==> src/rtl/alu_seq_pkg.sv <==
// Shared opcodes, FSM state and step-engine mode for the calculator ALU sequencer.
package alu_seq_pkg;

  localparam int DATA_W_DEF = 16;
  localparam int RES_W_DEF  = 32;
  localparam int CNT_W_DEF  = 5;

  localparam logic [3:0] CMD_CLR  = 4'd0;
  localparam logic [3:0] CMD_ADD  = 4'd1;
  localparam logic [3:0] CMD_SUB  = 4'd2;
  localparam logic [3:0] CMD_MULT = 4'd3;
  localparam logic [3:0] CMD_DIV  = 4'd4;
  localparam logic [3:0] CMD_MOD  = 4'd5;

  typedef enum logic [1:0] {IDLE, ITER, DONE} state_t;
  typedef enum logic {MODE_MUL, MODE_DIV} mode_t;

  // Division by zero short-circuits to an error instead of iterating.
  function automatic logic is_iterative(input logic [3:0] cmd, input logic b_zero);
    return (cmd == CMD_MULT) || (((cmd == CMD_DIV) || (cmd == CMD_MOD)) && !b_zero);
  endfunction

endpackage

==> src/rtl/muldiv_step.sv <==
// One iteration of the shift-add multiplier or restoring divider.
// acc holds {high, low} halves: {partial product, multiplier} or {remainder, quotient}.
module muldiv_step
  import alu_seq_pkg::*;
#(
  parameter int DATA_W = DATA_W_DEF,
  parameter int RES_W  = RES_W_DEF
) (
  input  logic              mode,
  input  logic [RES_W-1:0]  acc,
  input  logic [DATA_W-1:0] operand,
  output logic [RES_W-1:0]  acc_next
);

  logic [DATA_W-1:0] hi;
  logic [DATA_W-1:0] lo;
  logic [DATA_W:0]   sum;
  logic [DATA_W:0]   trial;

  always_comb begin
    // NOTE: every output of a combinational block gets a default first so no path leaves it unassigned (which would infer a latch).
    acc_next = '0;
    hi       = acc[RES_W-1:DATA_W];
    lo       = acc[DATA_W-1:0];
    sum      = {1'b0, hi} + (lo[0] ? {1'b0, operand} : '0);
    // Shifted remainder is below 2*divisor, so bit DATA_W of the difference is the borrow.
    trial    = {hi, lo[DATA_W-1]} - {1'b0, operand};
    if (mode == MODE_DIV) begin
      if (trial[DATA_W]) acc_next = {acc[RES_W-2:0], 1'b0};
      else               acc_next = {trial[DATA_W-1:0], lo[DATA_W-2:0], 1'b1};
    end else begin
      acc_next = {sum, lo[DATA_W-1:1]};
    end
  end

endmodule

==> src/rtl/alu_sequencer.sv <==
// Command sequencer for the calculator datapath: single-cycle ADD/SUB/CLR,
// DATA_W-step iterative MULT/DIV/MOD, registered result/error with busy/done.
module alu_sequencer
  import alu_seq_pkg::*;
#(
  parameter int DATA_W = DATA_W_DEF,
  parameter int RES_W  = RES_W_DEF,
  parameter int CNT_W  = CNT_W_DEF
) (
  input  logic              clk,
  input  logic              rst,
  input  logic              start,
  input  logic [3:0]        command,
  input  logic [DATA_W-1:0] inputA,
  input  logic [DATA_W-1:0] inputB,
  output logic              busy,
  output logic              done,
  output logic [RES_W-1:0]  result,
  output logic              error
);

  state_t            state;
  logic [CNT_W-1:0]  cnt;
  logic [3:0]        op;
  logic [DATA_W-1:0] operand;
  logic [RES_W-1:0]  acc;
  logic [RES_W-1:0]  acc_next;
  logic [RES_W-1:0]  iter_result;
  logic              mode;

  logic              sub;
  logic [DATA_W-1:0] b_eff;
  logic [DATA_W-1:0] as_sum;
  logic              as_ovf;

  // ADD/SUB share one adder: SUB is A + ~B + 1, overflow when like-signed inputs give an unlike-signed sum.
  always_comb begin
    sub    = (command == CMD_SUB);
    b_eff  = sub ? ~inputB : inputB;
    as_sum = inputA + b_eff + DATA_W'(sub);
    as_ovf = (inputA[DATA_W-1] == b_eff[DATA_W-1]) && (as_sum[DATA_W-1] != inputA[DATA_W-1]);
  end

  assign mode = (op == CMD_MULT) ? MODE_MUL : MODE_DIV;

  muldiv_step #(
    .DATA_W (DATA_W),
    .RES_W  (RES_W)
  ) u_step (
    .mode     (mode),
    .acc      (acc),
    .operand  (operand),
    .acc_next (acc_next)
  );

  always_comb begin
    iter_result = acc_next;
    if (op == CMD_DIV)      iter_result = RES_W'(acc_next[DATA_W-1:0]);
    else if (op == CMD_MOD) iter_result = RES_W'(acc_next[RES_W-1:DATA_W]);
  end

  // NOTE: all state, including the operand and accumulator registers, is cleared by reset so an aborted operation leaves nothing behind.
  always_ff @(posedge clk or posedge rst) begin
    if (rst) begin
      state   <= IDLE;
      cnt     <= '0;
      op      <= CMD_CLR;
      operand <= '0;
      acc     <= '0;
      busy    <= 1'b0;
      done    <= 1'b0;
      result  <= '0;
      error   <= 1'b0;
    end else begin
      // NOTE: sequential state uses non-blocking assignments so every register samples pre-edge values.
      case (state)
        IDLE: begin
          if (start) begin
            op      <= command;
            operand <= inputB;
            acc     <= RES_W'(inputA);
            cnt     <= '0;
            busy    <= 1'b1;
            if (is_iterative(command, inputB == '0)) begin
              state <= ITER;
            end else begin
              state <= DONE;
              done  <= 1'b1;
              case (command)
                CMD_CLR: begin
                  result <= '0;
                  error  <= 1'b0;
                end
                CMD_ADD, CMD_SUB: begin
                  result <= {{(RES_W-DATA_W){as_sum[DATA_W-1]}}, as_sum};
                  error  <= as_ovf;
                end
                default: begin
                  result <= '0;
                  error  <= 1'b1;
                end
              endcase
            end
          end
        end
        ITER: begin
          acc <= acc_next;
          cnt <= cnt + 1'b1;
          if (cnt == CNT_W'(DATA_W - 1)) begin
            state  <= DONE;
            done   <= 1'b1;
            result <= iter_result;
            error  <= 1'b0;
          end
        end
        DONE: begin
          state <= IDLE;
          busy  <= 1'b0;
          done  <= 1'b0;
        end
        default: state <= IDLE;
      endcase
    end
  end

endmodule

==> config.mk <==
export PLATFORM = sky130hd
export DESIGN_NAME = alu_sequencer
export DESIGN_NICKNAME = d
export VERILOG_FILES = /design/src/rtl/alu_seq_pkg.sv /design/src/rtl/muldiv_step.sv /design/src/rtl/alu_sequencer.sv
export SDC_FILE = /design/constraint.sdc
export NUM_CORES = 1
export LEC_CHECK = 0
export BUFFER_PORTS_ARGS = -buffer_cell sky130_fd_sc_hd__buf_2
export CORE_UTILIZATION = 55
export CTS_CLUSTER_SIZE = 14
export DETAILED_ROUTE_END_ITERATION = 16
export PLACE_DENSITY = 0.83
export SLEW_MARGIN = 20
export SYNTH_ARGS = -nofsm -noshare
export SYNTH_HDL_FRONTEND = slang
export SYNTH_SLANG_ARGS = --single-unit
==> constraint.sdc <==
create_clock -name clk -period 2.9 [get_ports clk]
set_input_delay 0.145 -clock clk [delete_from_list [all_inputs] [get_ports clk]]
set_output_delay 0.145 -clock clk [all_outputs]
set_load 0.01 [all_outputs]
==> impl_metrics.py, run 1 <==
metrics = {
    "critical_path": {
        "cp-start-kind": "flip-flop",
        "worstPathRequired_ns": 3.19,
        "r2r_setup_slack_ns": -0.31,
        "crit-reg2reg-launch": "acc[15]$_DFFE_PP0P_",
        "path_class": "reg2reg",
        "worstPathArrival_ns": 3.51,
        "crit_fanout": 4,
        "r2r-end": "result[27]$_DFFE_PP0P_",
        "end_kind": "flip-flop",
        "reg2reg_depth": 18,
    },
    "final_layout": {
        "diodes": 0,
        "drive_gt1_share_pct": 29.5,
        "nFillCells": 869,
        "nets": 1122,
        "area_growth_pct": 29.6,
        "final_util_pct": 73.5,
    },
    "placement": {
        "routabilityCongestion": 0.932,
        "io_buffers": 73,
        "hpwl_um": 16800,
    },
    "job": {
        "cap_violations": 0,
    },
    "timing": {
        "fmax_ghz": 0.311,
        "layout_setup_ws_ns": -0.311,
        "hold_violations": 0,
        "slew_headroom_pct": 33.6,
        "min_period_ns": 3.21,
        "rsz0062_at_grt": "yes",
        "clock_skew_ns": 0.00517,
        "tightest_slew_ns": 0.986,
        "setup_viol": 48,
        "slew_violations": 0,
        "fin_crit_sh_pct": 111,
    },
    "floorplan": {
        "rows": 41,
        "dieArea_um2": 13600,
        "die_y_um": 117,
        "coreArea_um2": 12700,
        "initial_core_util_pct": 56.7,
        "ios": 74,
        "die_x_um": 117,
    },
    "routing": {
        "drtIter0Drc": 813,
        "drc": 0,
        "wl_per_cell_um": 20.1,
        "final_antenna_net_count": 0,
        "vias": 7623,
        "dr.pass1.iters": 7,
        "wl_um": 24300,
        "via_per_inst": 6.32,
    },
    "clock_tree": {
        "clkTransAtPathRegs_ns": 0.07,
        "clock_sinks": 94,
        "cts_root_buf": "clkbuf_16",
        "worstSkewPairLatency_ns": 0.36,
        "clockBufferDepth": 2,
        "numCtsBuffers": 9,
        "htreeDepth": 3,
        "cts_tree": "built",
    },
    "logic_synthesis": {
        "ys_warn_count": 0,
        "synth_top_area_share_pct": 32.6,
        "syn-num-nets": 939,
        "ys_ff_latch": 94,
        "seq_area_frac_synth_pct": 32.6,
        "synth_area_leader_cell": "dfrtp_1",
        "netlist_area_um2": 7210,
        "syn_avg_cell_area_um2": 8.52,
        "synth_edf_count": 0,
        "synth_area_leaders": "dfrtp_1, ha_1, nand2_1, o21ai_0, a21oi_1",
        "ys_types": 67,
        "syn_inst": 846,
        "synth_flop_cell": "dfrtp_1",
        "async_reset_ff_share_pct": 100,
    },
    "hold_path": {
        "holdPathEnd": "operand[2]$_DFFE_PP0P_",
        "min_path_type": "in2reg",
        "whs_path_depth": 3,
        "hold_start": "inputB[2]",
    },
    "power_and_ir_drop": {
        "irDropWorstVdd_v": 0.000723,
        "p_leak_nw": 4.41,
        "power_density_nw_per_um2": 1240,
        "total_power_w": 0.0116,
    },
    "run_status": {
        "outcome": "finished, violations left",
        "violations": "setup timing",
    },
    "global_route": {
        "grt_pass1_wl_um": 36500,
        "grt_usage_pct": 36.1,
        "antenna_found_initial": 0,
        "grt_overflow": 0,
        "grt_max_degree": 58,
        "grt_pass1_vias": 7048,
    },
}
## cell usage after synthesis (all sizes together), types with 15 or more instances
master,instances
xnor2,35
ha,51
dfrtp,94
nor2,52
nand2b,15
xor2,17
mux2i,23
and2,18
a21oi,73
nand3,16
inv,30
clkbuf,35
o21ai,80
nand2,107
## sequential cells by signal, indices dropped and copies added (netlist names)
name	cells
cnt	5
acc	32
result	32
done	1
operand	16
busy	1
op	4
error	1
state	2
## cell type report
| type | instances | area [um^2] | area share (%) |
|---|---|---|---|
| Timing Repair Buffer | 215 | 1480 | 15.8 |
| Tap cell | 172 | 215 | 2.30 |
| Inverter | 30 | 115 | 1.23 |
| Clock inverter | 4 | 53.8 | 0.575 |
| Sequential cell | 94 | 2350 | 25.2 |
| Clock buffer | 12 | 267 | 2.85 |
| Multi-Input combinational cell | 679 | 4870 | 52.0 |
## worst max path at each step
stage / startpoint / endpoint / cells past startpoint
finish: acc[15]$_DFFE_PP0P_ / result[27]$_DFFE_PP0P_ / 18
global route: acc[15]$_DFFE_PP0P_ / result[9]$_DFFE_PP0P_ / 17
CTS: acc[15]$_DFFE_PP0P_ / result[6]$_DFFE_PP0P_ / 17
detailed placement: command[3] / result[30]$_DFFE_PP0P_ / 14
global placement: command[3] / result[30]$_DFFE_PP0P_ / 14
floorplan: command[1] / result[28]$_DFFE_PP0P_ / 16
## worst max-delay path, stage by stage, from the launching register on
cell and delay [ns]:
dfrtp_1 0.37, inv_2 0.07, ha_4 0.15, inv_2 0.04, fa_2 0.36, a211oi_2 0.26, buf_4 0.18, o211ai_4 0.10
nand4_4 0.13, and2_4 0.17, o311ai_4 0.11, buf_12 0.17, buf_6 0.13, buf_6 0.13, o32ai_2 0.09, a31oi_1 0.09
buf_4 0.20, or2_2 0.28, a21oi_2 0.11
## metrics by stage
stage	setup TNS, ns	std cells	hold slack [ns]	area [um^2]	setup slack, ns
finish	-8.33	1206	0.0681	9350	-0.311
global route	-13.60	1206	0.0815	9350	-0.394
CTS	-9.35	1202	0.0437	9170	-0.279
detailed placement	-19.74	1176	0.317	8630	-0.529
global placement	-15.94	1176	0.312	8630	-0.462
floorplan	-6.72	846	0.262	7260	-0.420
## where the power goes
group | leakage (nW) | switching (W) | internal, W
clock network | 0.151 | 0.000552 | 0.000741
registers | 1.18 | 0.000472 | 0.00188
logic | 3.08 | 0.00428 | 0.00370
## layout by cell type (no fill, tap or decap), types with 16 or more instances in the layout
master and instances:
buf_4 133, nand2_1 107, dfrtp_1 94, buf_2 73
o21ai_0 64, a21oi_1 57, nor2_1 52, ha_1 50
xnor2_1 31, inv_1 27, mux2i_1 18, xor2_1 17
and2_1 17, nand3_1 16
## kinds of logic (layout without fill, tap and decap cells)
logic type	count (synthesis)	in the layout	synth area share, %
buffers and inverters	74	261	4.27
AND/OR/NAND/NOR	279	280	18.9
flip-flops	94	94	32.6
XOR/XNOR	52	52	6.31
AO/OA/AOI/OAI	260	260	23.5
multiplexers	33	33	4.75
adder cells (fa/ha/maj)	54	54	9.68
## timing repair
item / CTS / global route
cloned: 0 / 1
hold buffers: 1 / 0
setup buffers: 10 / 3
gates resized for setup: 42 / 32
endpoints found under the hold margin: 55 / 0
setup endpoints to repair: 50 / 50
pin swaps: 17 / 13
## layer usage
layer | vias to the layer above | track usage, % | routed length, um
li1 | 3419 | - | -
met1 | 3568 | 45.7 | 9410
met2 | 504 | 56.3 | 11000
met3 | 132 | 9.96 | 2560
met4 | 0 | 18.7 | 1340
met5 | - | 0 | 0
Power figures use the tool's default switching activity.
==> inputs of run 2 (changes only) <==
- ABC_AREA: default -> 1
==> run 2 against run 1 <==
  * The flow now finishes without violations
  * Final cell count up 18%
  * Fmax up 18%
  * Flip-flop and latch count unchanged
  * Core utilization down 9.2 points
  * Largest power group unchanged
==> impl_metrics.py, run 2 <==
metrics = {
    "clock_tree": {
        "cts_tree": "built",
        "htreeDepth": 3,
        "numCtsBuffers": 9,
        "clock_sinks": 94,
        "cts_root_buf": "clkbuf_16",
        "clockBufferDepth": 2,
        "worstSkewPairLatency_ns": 0.36,
        "clkTransAtPathRegs_ns": 0.08,
    },
    "logic_synthesis": {
        "synth_flop_cell": "dfrtp_1",
        "synth_edf_count": 0,
        "ys_ff_latch": 94,
        "seq_area_frac_synth_pct": 30.4,
        "syn_avg_cell_area_um2": 6.63,
        "netlist_area_um2": 7740,
        "ys_types": 48,
        "ys_warn_count": 0,
        "synth_area_leaders": "dfrtp_1, nand2_1, inv_1, ha_1, o21ai_0",
        "syn-num-nets": 1261,
        "syn_inst": 1168,
        "yosysMostFrequentCell": "nand2_1",
        "synth_area_leader_cell": "dfrtp_1",
        "synth_top_area_share_pct": 30.4,
        "synth_common_cells": "nand2_1, inv_1, o21ai_0",
        "async_reset_ff_share_pct": 100,
    },
    "hold_path": {
        "min_path_type": "in2reg",
    },
    "power_and_ir_drop": {
        "p_leak_nw": 4.77,
        "seqPwrFrac_pct": 26.0,
        "p_int_w": 0.00445,
        "power_density_nw_per_um2": 1070,
        "clockPowerShare_pct": 12.9,
        "p_comb_share_pct": 61.2,
        "netSwitchingPower_w": 0.00484,
        "irDropWorstVdd_v": 0.000455,
        "swShare_pct": 52.1,
    },
    "global_route": {
        "antenna_found_initial": 0,
        "grt_overflow": 0,
        "grt_usage_pct": 35.0,
        "grt_pass1_vias": 7461,
        "grt_max_degree": 53,
        "grt_pass1_wl_um": 38700,
    },
    "placement": {
        "io_buffers": 73,
        "routabilityCongestion": 0.955,
        "hpwl_um": 19000,
        "dp_cells": 1402,
    },
    "timing": {
        "rsz0062_at_grt": "no",
        "tightest_slew_ns": 0.685,
        "slew_headroom_pct": 54.4,
        "slew_violations": 0,
        "fmax_ghz": 0.368,
        "fin_crit_sh_pct": 93.8,
        "setup_viol": 0,
        "clock_skew_ns": 0.0125,
        "hold_violations": 0,
        "min_period_ns": 2.72,
    },
    "floorplan": {
        "initial_core_util_pct": 57.3,
        "die_x_um": 121,
        "dieArea_um2": 14600,
        "die_y_um": 121,
        "rows": 42,
        "coreArea_um2": 13500,
        "ios": 74,
    },
    "final_layout": {
        "final_util_pct": 64.3,
        "nFillCells": 1266,
        "diodes": 0,
        "nets": 1334,
        "area_growth_pct": 12.2,
        "layout_common_cells": "nand2_1, inv_1, o21ai_0, nor2_1, dfrtp_1",
        "top_regs": "acc x32, result x32, operand x16",
        "final_common_cell": "nand2_1",
        "drive_gt1_share_pct": 12.5,
        "fin_cells": 1422,
    },
    "critical_path": {
        "critPathBufInv": 3,
        "cp_slowest_cell": "dfrtp_1",
        "worst_path_most_repeated_cell": "nand2_1",
        "end_kind": "flip-flop",
        "crit_fanout": 7,
        "max_stage_delay_ns": 0.38,
        "cp-start-kind": "flip-flop",
        "path_class": "reg2reg",
        "r2r_setup_slack_ns": 0.18,
        "crit_chain": "inv_1, ha_1, inv_1, fa_2, nand3_1, nand3_2, nand2_1, nand2_1, nand2_2, nand2_1, nand2_2, nand2_4, buf_4, nand2_1, nand2_1, nand2_1, nand4_1, a21oi_2",
        "worstPathArrival_ns": 3.01,
        "cp_top_family": "simple AND/OR/NAND/NOR gates",
        "worstPathRequired_ns": 3.19,
    },
    "job": {
        "cap_violations": 0,
    },
    "routing": {
        "wl_um": 24300,
        "dr.pass1.iters": 7,
        "vias": 8018,
        "drtIter0Drc": 964,
        "wl_per_cell_um": 17.1,
        "via_per_inst": 5.64,
        "final_antenna_net_count": 0,
        "drc": 0,
    },
    "run_status": {
        "outcome": "completed",
    },
}
## run 2: cell families after synthesis
family / after synthesis / synth area share [%]
and+or+nand+nor: 542 / 29.7
DFF: 94 / 30.4
adders and majority gates: 54 / 9.02
AOI/OAI and AO/OA: 227 / 16.5
buffers and inverters: 221 / 11.1
xor gates and xnor gates: 30 / 3.39
## run 2: worst reg2reg max path, stage by stage (launching register included)
cell and delay [ns]:
dfrtp_1 0.38, inv_1 0.11, ha_1 0.16, inv_1 0.07, fa_2 0.36, nand3_1 0.10
nand3_2 0.09, nand2_1 0.07, nand2_1 0.12, nand2_2 0.13, nand2_1 0.09, nand2_2 0.15
nand2_4 0.11, buf_4 0.16, nand2_1 0.06, nand2_1 0.07, nand2_1 0.07, nand4_1 0.19
a21oi_2 0.20
## run 2: cell type report
class	instances	area, um^2	area share (%)
Sequential cell	94	2350	27.1
Multi-Input combinational cell	854	4560	52.5
Timing Repair Buffer	98	568	6.54
Tap cell	176	220	2.54
Clock inverter	7	67.6	0.778
Inverter	184	693	7.98
Clock buffer	9	225	2.59
## run 2: timing repair
item | 4_1_cts | 5_1_grt
resized for setup | 0 | 6
setup endpoints to repair | 0 | 11
buffers inserted | 0 | 2
hold buffers | 1 | 0
endpoints found under the hold margin | 51 | 0
## run 2: worst paths after layout
kind,from,cells after the start,endpoint
max in group asynchronous,rst,4,acc[9]$_DFFE_PP0P_
min in group asynchronous,rst,3,operand[7]$_DFFE_PP0P_
setup reg to reg,acc[15]$_DFFE_PP0P_,18,result[19]$_DFFE_PP0P_
hold / removal,start,3,state[0]$_DFFE_PP0P_
hold reg to reg,result[26]$_DFFE_PP0P_,2,result[26]$_DFFE_PP0P_
setup / recovery,acc[15]$_DFFE_PP0P_,18,result[19]$_DFFE_PP0P_
## run 2: routing by layer
layer  vias up  track usage, %  wire length [um]
met5         -               0                 0
met4         0            13.8               922
met3        67            7.69              2230
met2       376            52.8             10500
met1      3664            48.8             10700
li1       3911               -                 -
## run 2: power groups by stage
stage          registers [W]  clock network [W]  logic [W]
6_report             0.00241            0.00120    0.00568
5_1_grt              0.00246            0.00124    0.00636
4_1_cts              0.00239            0.00120    0.00551
3_5_place_dp         0.00241                  0    0.00547
3_3_place_gp         0.00239                  0    0.00537
2_1_floorplan        0.00235                  0    0.00386
## run 2: through the flow
stage	instance area (um^2)	worst slack (ns)	hold slack [ns]	power, W	TNS [ns]
after detailed placement	8340	-0.0163	0.297	0.00788	-0.0409
after global routing	8690	0.0307	0.108	0.0101	0
after CTS	8650	0.111	0.0859	0.00910	0
after global placement	8340	0.0255	0.288	0.00776	0
after floorplan	7740	0.276	0.300	0.00621	0
final	8690	0.180	0.0947	0.00929	0
